===== config.mk =====
export PLATFORM = sky130hd
export DESIGN_NAME = shift_pipe_unit
export DESIGN_NICKNAME = d
export VERILOG_FILES = /design/src/rtl/shift_pkg.sv /design/src/rtl/shift_pipe_stage.sv /design/src/rtl/shift_pipe_unit.sv
export SDC_FILE = /design/constraint.sdc
export NUM_CORES = 1
export LEC_CHECK = 0
export CELL_PAD_IN_SITES_DETAIL_PLACEMENT = 1
export CELL_PAD_IN_SITES_GLOBAL_PLACEMENT = 1
export CORE_UTILIZATION = 45
export DETAILED_ROUTE_END_ITERATION = 8
export PLACE_DENSITY_LB_ADDON = 0.08
export SYNTH_ARGS = -nofsm -noshare
export SYNTH_HDL_FRONTEND = slang
export SYNTH_SLANG_ARGS = --single-unit
export TNS_END_PERCENT = 5

===== constraint.sdc =====
create_clock -name clk -period 5.75 [get_ports clk]
set_input_delay 0.575 -clock clk [delete_from_list [all_inputs] [get_ports clk]]
set_output_delay 0.575 -clock clk [all_outputs]
set_load 0.01 [all_outputs]

===== src/rtl/shift_pkg.sv =====
// Shared definitions for the pipelined shifter.
//   - SHOP_* op codes carried on in_op (5..7 are reserved and yield zero).
//   - calc_sw / calc_nstage derive the log-level count and register-stage count.
//   - shift_payload_t is the per-stage payload {data, op, word, shamt, tag}.
//     Its fields are sized for the widest supported configuration
//     (XLEN=64, TAG_W<=16); narrower configurations use the low bits.
package shift_pkg;

  localparam logic [2:0] SHOP_SLL = 3'd0;
  localparam logic [2:0] SHOP_SRL = 3'd1;
  localparam logic [2:0] SHOP_SRA = 3'd2;
  localparam logic [2:0] SHOP_ROL = 3'd3;
  localparam logic [2:0] SHOP_ROR = 3'd4;

  localparam int SHIFT_DATA_MAX  = 64;
  localparam int SHIFT_SHAMT_MAX = 6;
  localparam int SHIFT_TAG_MAX   = 16;

  function automatic int calc_sw(input int xlen);
    return $clog2(xlen);
  endfunction

  function automatic int calc_nstage(input int sw, input int reg_every);
    return (sw + reg_every - 1) / reg_every;
  endfunction

  typedef struct packed {
    logic [SHIFT_DATA_MAX-1:0]  data;
    logic [2:0]                 op;
    logic                       word;
    logic [SHIFT_SHAMT_MAX-1:0] shamt;
    logic [SHIFT_TAG_MAX-1:0]   tag;
  } shift_payload_t;

endpackage


===== src/rtl/shift_pipe_stage.sv =====
// One register stage of the pipelined shifter: REG_EVERY consecutive
// logarithmic shift levels (levels BASE .. BASE+REG_EVERY-1) followed by
// the stage register.
// Ports:
//   clk, rst        clock, synchronous active-high reset
//   flush           clears this stage's valid bit on the next edge
//   advance         global stall control; stage loads only when 1
//   prev_valid      valid bit of the predecessor
//   prev_payload    payload of the predecessor
//   stage_valid     registered valid bit of this stage
//   stage_payload   registered payload of this stage
module shift_pipe_stage
  import shift_pkg::*;
#(
  parameter int XLEN      = 64,
  parameter int REG_EVERY = 2,
  parameter int SW        = 6,
  parameter int BASE      = 0
) (
  input  logic           clk,
  input  logic           rst,
  input  logic           flush,
  input  logic           advance,
  input  logic           prev_valid,
  input  shift_payload_t prev_payload,
  output logic           stage_valid,
  output shift_payload_t stage_payload
);

  // One log level: shift/rotate by amt. Word rotates wrap inside the low
  // 32 bits; the upper half is don't-care because the result is later
  // sign-extended from bit 31.
  function automatic logic [XLEN-1:0] shift_level(
    input logic [XLEN-1:0] d,
    input logic [2:0]      op,
    input logic            word,
    input int              amt
  );
    logic [31:0]     lo;
    logic [XLEN-1:0] r;
    lo = d[31:0];
    r  = '0;
    case (op)
      SHOP_SLL: r = d << amt;
      SHOP_SRL: r = d >> amt;
      SHOP_SRA: r = XLEN'($signed(d) >>> amt);
      SHOP_ROL: r = word ? XLEN'((lo << amt) | (lo >> (32 - amt)))
                         : ((d << amt) | (d >> (XLEN - amt)));
      SHOP_ROR: r = word ? XLEN'((lo >> amt) | (lo << (32 - amt)))
                         : ((d >> amt) | (d << (XLEN - amt)));
      default:  r = '0;
    endcase
    return r;
  endfunction

  logic [XLEN-1:0] lvl [REG_EVERY+1];
  shift_payload_t  next_payload;

  assign lvl[0] = prev_payload.data[XLEN-1:0];

  for (genvar j = 0; j < REG_EVERY; j++) begin : g_level
    localparam int L = BASE + j;
    if (L < SW) begin : g_active
      assign lvl[j+1] = prev_payload.shamt[L]
                      ? shift_level(lvl[j], prev_payload.op, prev_payload.word, 1 << L)
                      : lvl[j];
    end else begin : g_pass
      // Last stage may be only partly populated when REG_EVERY does not divide SW.
      assign lvl[j+1] = lvl[j];
    end
  end

  always_comb begin
    next_payload      = prev_payload;
    next_payload.data = SHIFT_DATA_MAX'(lvl[REG_EVERY]);
  end

  // Payload loads only with a valid operation, so a bubble never disturbs
  // the last computed value seen on out_data.
  always_ff @(posedge clk) begin
    if (rst) begin
      stage_valid   <= 1'b0;
      stage_payload <= '0;
    end else if (flush) begin
      stage_valid <= 1'b0;
    end else if (advance) begin
      stage_valid <= prev_valid;
      if (prev_valid) begin
        stage_payload <= next_payload;
      end
    end
  end

endmodule


===== src/rtl/shift_pipe_unit.sv =====
// Pipelined SLL/SRL/SRA/ROL/ROR unit with RV64 word variants.
// Ports:
//   clk, rst            clock, synchronous active-high reset (beats flush)
//   flush               kills every in-flight operation; drops same-cycle input
//   in_valid/in_ready   operation handshake
//   in_op, in_word      op code (SHOP_*), word variant (XLEN=64 only)
//   in_data, in_shamt   operand and shift amount (only low bits used)
//   in_tag              opaque tag passed through
//   out_valid/out_ready result handshake
//   out_data, out_tag   result and its tag
//
// Handshake: a transfer happens on an edge where valid and ready are both 1.
// The whole pipe moves in lockstep: advance = !out_valid || out_ready, and
// in_ready = advance && !flush. When advance is 0 every stage holds, so
// out_valid/out_data/out_tag stay stable until the consumer takes them.
module shift_pipe_unit
  import shift_pkg::*;
#(
  parameter int XLEN      = 64,
  parameter int REG_EVERY = 2,
  parameter int TAG_W     = 5
) (
  input  logic             clk,
  input  logic             rst,
  input  logic             flush,
  input  logic             in_valid,
  output logic             in_ready,
  input  logic [2:0]       in_op,
  input  logic             in_word,
  input  logic [XLEN-1:0]  in_data,
  input  logic [XLEN-1:0]  in_shamt,
  input  logic [TAG_W-1:0] in_tag,
  output logic             out_valid,
  input  logic             out_ready,
  output logic [XLEN-1:0]  out_data,
  output logic [TAG_W-1:0] out_tag
);

  localparam int SW     = calc_sw(XLEN);
  localparam int NSTAGE = calc_nstage(SW, REG_EVERY);

  logic            advance;
  logic            word_eff;
  logic [XLEN-1:0] src;
  shift_payload_t  prep;
  shift_payload_t  chain_payload [NSTAGE+1];
  logic [NSTAGE:0] chain_valid;
  shift_payload_t  last;

  assign advance   = !out_valid || out_ready;
  assign in_ready  = advance && !flush;
  assign word_eff  = (XLEN == 64) && in_word;

  // Operand preparation. Word SRL/SRA need a clean 32-bit source in the
  // full-width shifter; SLL and rotates only care about the low 32 bits.
  // Reserved ops are zeroed here so every level keeps them at zero.
  always_comb begin
    src = in_data;
    if (in_op > SHOP_ROR) begin
      src = '0;
    end else if (word_eff && in_op == SHOP_SRL) begin
      src = XLEN'(in_data[31:0]);
    end else if (word_eff && in_op == SHOP_SRA) begin
      src = XLEN'($signed(in_data[31:0]));
    end

    prep       = '0;
    prep.data  = SHIFT_DATA_MAX'(src);
    prep.op    = in_op;
    prep.word  = word_eff;
    prep.shamt = SHIFT_SHAMT_MAX'(in_shamt[SW-1:0]);
    if (word_eff) begin
      prep.shamt[5] = 1'b0;
    end
    prep.tag   = SHIFT_TAG_MAX'(in_tag);
  end

  assign chain_payload[0] = prep;
  assign chain_valid[0]   = in_valid && in_ready;

  for (genvar s = 0; s < NSTAGE; s++) begin : g_stage
    shift_pipe_stage #(
      .XLEN      (XLEN),
      .REG_EVERY (REG_EVERY),
      .SW        (SW),
      .BASE      (s * REG_EVERY)
    ) u_stage (
      .clk           (clk),
      .rst           (rst),
      .flush         (flush),
      .advance       (advance),
      .prev_valid    (chain_valid[s]),
      .prev_payload  (chain_payload[s]),
      .stage_valid   (chain_valid[s+1]),
      .stage_payload (chain_payload[s+1])
    );
  end

  assign last      = chain_payload[NSTAGE];
  assign out_valid = chain_valid[NSTAGE];
  assign out_tag   = last.tag[TAG_W-1:0];

  if (XLEN == 64) begin : g_out64
    assign out_data = last.word ? {{32{last.data[31]}}, last.data[31:0]}
                                : last.data[XLEN-1:0];
  end else begin : g_out32
    assign out_data = last.data[XLEN-1:0];
  end

  // Fields that only ride along to the last stage, plus the ignored upper
  // shift-amount bits, terminate here.
  logic unused_bits;
  assign unused_bits = ^{in_shamt, in_word, last.op, last.shamt, last.tag, last.data};

endmodule


==> run summary <==
dominant cell by count in the synthesized netlist = a21oi_1
RSZ-0062 raised after global routing = false
Seq/Total Area, Yosys = 23.31%
synth top area cells = dfxtp_1, a21oi_1, o21ai_0
CP Data Arrival Time = 3.41 ns
total track usage = 42.26%
1st-iter DRT viols = 2737
num ports = 213
antenna violations before repair = 0
Crit Path Category = flop to primary output
Sink Count = 225
commonest cells in the netlist = a21oi_1, o21ai_0, dfxtp_1
post-route insts no fill = 3129
PD cells = 215.7 nW/um^2
DRC errors left = 0
Syn Inst Count = 2648
final total power = 4630 uW
wire length per cell = 30.40 um
endpoints failing setup = 0
DP HPWL = 68.88 mm
final worst-path cycle share = 69.30%
post-synth top area cell = dfxtp_1
max_cap viols = 0
Core Region = 42130 sq um
Hold Buf Count CTS = 0
mapped cell area = 19320 sq um
placed insts = 3079
CP top delay family = flip-flops
FF+latch count, synth = 225
total grt overflow = 0
Antenna Nets Post-Route = 0
TritonCTS Buffers = 27
routed vias/inst = 7.334
Peak supply drop = 0.2314 mV
Ys Warns = 0
M3 GR Usage = 6.567%
final setup skew = 0.03929 ns
area grow syn2layout = 11.10%
crit-path max FO = 34
CP endpoint kind = primary output
post-CTS setup buffer count = 0
fin. max-slew vios = 0
layout cells sized above 1 = 8.494%
crit-path cells = nand2_1 > o21ai_0 > clkdlybuf4s50_1
Worst-Margin Slew = 1.239 ns
Worst-Skew Late Latency = 0.59 ns
WP data required = 5.18 ns
Rows = 75
fmax = 251.0 MHz
Port Buffers = 154
Hold Path Class = flop to flop
# diodes = 0
ys flop type = dfxtp_1
Placed Area = 20510 sq um
CP max stage delay = 1.02 ns
Slew headroom = 17.09%
final instance area = 21470 sq um
DR pass1 iterations = 8
CTS H-tree lvls = 1
Total Die Area = 43780 sq um
Yosys top cell area share = 23.31%
Worst-path clk slew = 0.06 ns
Hold WS = 0.4503 ns
Post-synth EDFFs = 0
CP Launch Type = flop
Yosys cell types = 91
Tmin final = 3.984 ns
Initial Util = 45.86%
syn_area_per_cell = 7.298 sq um
global-route wire length before repair = 143.6 mm
Bufs on Longest Clock Path = 3
ys async rst share = 0%
Leakage = 0.007019 uW
vias in the first global route = 22530
WL final = 95.12 mm
outcome = completed
GRT busiest layer = met2
post-CTS resize count = 0
syn nets = 2790
via count = 22950
Die Y = 209.2 um
GR Layer Usage met2 = 67.76%
Slowest-stage cell, CP = dfxtp_1
maximum number of pins on one net before global-route repair = 88
Setup TNS = 0 ns
die width = 209.2 um
Final Hold Fails = 0
M1 GR Usage = 52.38%
GPL Wtd Cong = 0.9878
CTS tree = done
clk root buf = clkbuf_16
fin nets = 2711
buffers plus inverters on the worst setup path = 1
==> layout by cell type, fill, tap and decap left out, types with 11 or more instances in the layout <==
| cell | instances |
|---|---|
| a211oi_1 | 38 |
| dfxtp_1 | 224 |
| nand2b_1 | 35 |
| o21ai_0 | 244 |
| nand3_1 | 30 |
| o31ai_1 | 26 |
| a22oi_1 | 128 |
| buf_4 | 64 |
| a222oi_1 | 13 |
| mux2_2 | 21 |
| a221oi_1 | 98 |
| o221a_2 | 11 |
| a221o_1 | 23 |
| clkbuf_16 | 27 |
| o21ai_1 | 14 |
| o21a_1 | 12 |
| mux2i_1 | 97 |
| nor2b_1 | 33 |
| a31oi_1 | 36 |
| nor2_1 | 207 |
| a21o_1 | 29 |
| inv_1 | 53 |
| o22ai_1 | 71 |
| nor3_1 | 41 |
| a221oi_2 | 13 |
| o211a_1 | 17 |
| clkdlybuf4s50_1 | 150 |
| a32oi_1 | 12 |
| o221ai_1 | 56 |
| o2bb2ai_1 | 25 |
| a21oi_1 | 313 |
| o211ai_1 | 29 |
| nand2_1 | 190 |
==> worst reg2reg max path, cell delays in order, from the launching register on <==
cell	delay (ns)
dfxtp_1	0.99
inv_1	0.77
a41o_1	0.42
a31oi_1	0.55
nor2b_1	0.09
a2111oi_0	0.84
nor2_1	0.11
==> metal layers <==
layer,routed length (um),part of all wire [%],up-vias
met5,0,0,-
met4,7222,7.6,0
met3,7705,8.1,302
met2,43000,45,1284
met1,37190,39,11390
li1,-,-,9969
==> where the power goes <==
group | internal (uW) | total [uW] | switching [uW]
Sequential | 1610 | 1720 | 111
Clock | 1110 | 1860 | 744
Combinational | 344 | 1050 | 708
==> worst paths after layout <==
check	depth (start not counted)	to	slack [ns]	startpoint
max	3	out_data[45]	1.77	g_stage[2].u_stage.stage_payload[22]
min	1	g_stage[2].u_stage.stage_payload[56]	0.45	g_stage[2].u_stage.stage_payload[56]
max reg2reg	6	g_stage[1].u_stage.stage_payload[89]	1.86	g_stage[0].u_stage.stage_payload[25]
min reg2reg	1	g_stage[2].u_stage.stage_payload[56]	0.45	g_stage[2].u_stage.stage_payload[56]
==> area by class of cell <==
class	instances	area (sq um)
flip-flops and latches	225	4506
clock inverters	12	156.4
well taps	539	674.4
clock buffers	38	807.0
multi-input cells	2041	13120
inverters	57	214.0
repair buffers	217	1997
fillers	5206	20660
==> stage by stage <==
stage                     setup slack (ns)  util, %
final                                1.766    50.96
after global routing                 1.456    50.96
after CTS                            1.749    50.96
after detailed placement             1.426    48.67
after global placement               1.457    48.67
after floorplan                      3.458        -
==> state kept, by name, indices dropped and copies added (netlist names) <==
name,count
g_stage.u_stage.stage_valid,3
g_stage.u_stage.stage_payload,222
==> cell families after synthesis <==
kind of cell,count (synthesis),synth area share [%]
AOI/OAI and AO/OA,1286,45.24
and+or+nand+nor,632,15.49
buffers and inverters,382,9.285
DFF,225,23.31
muxes,118,6.248
xor gates and xnor gates,5,0.4209
(Power assumes the default switching activity.)
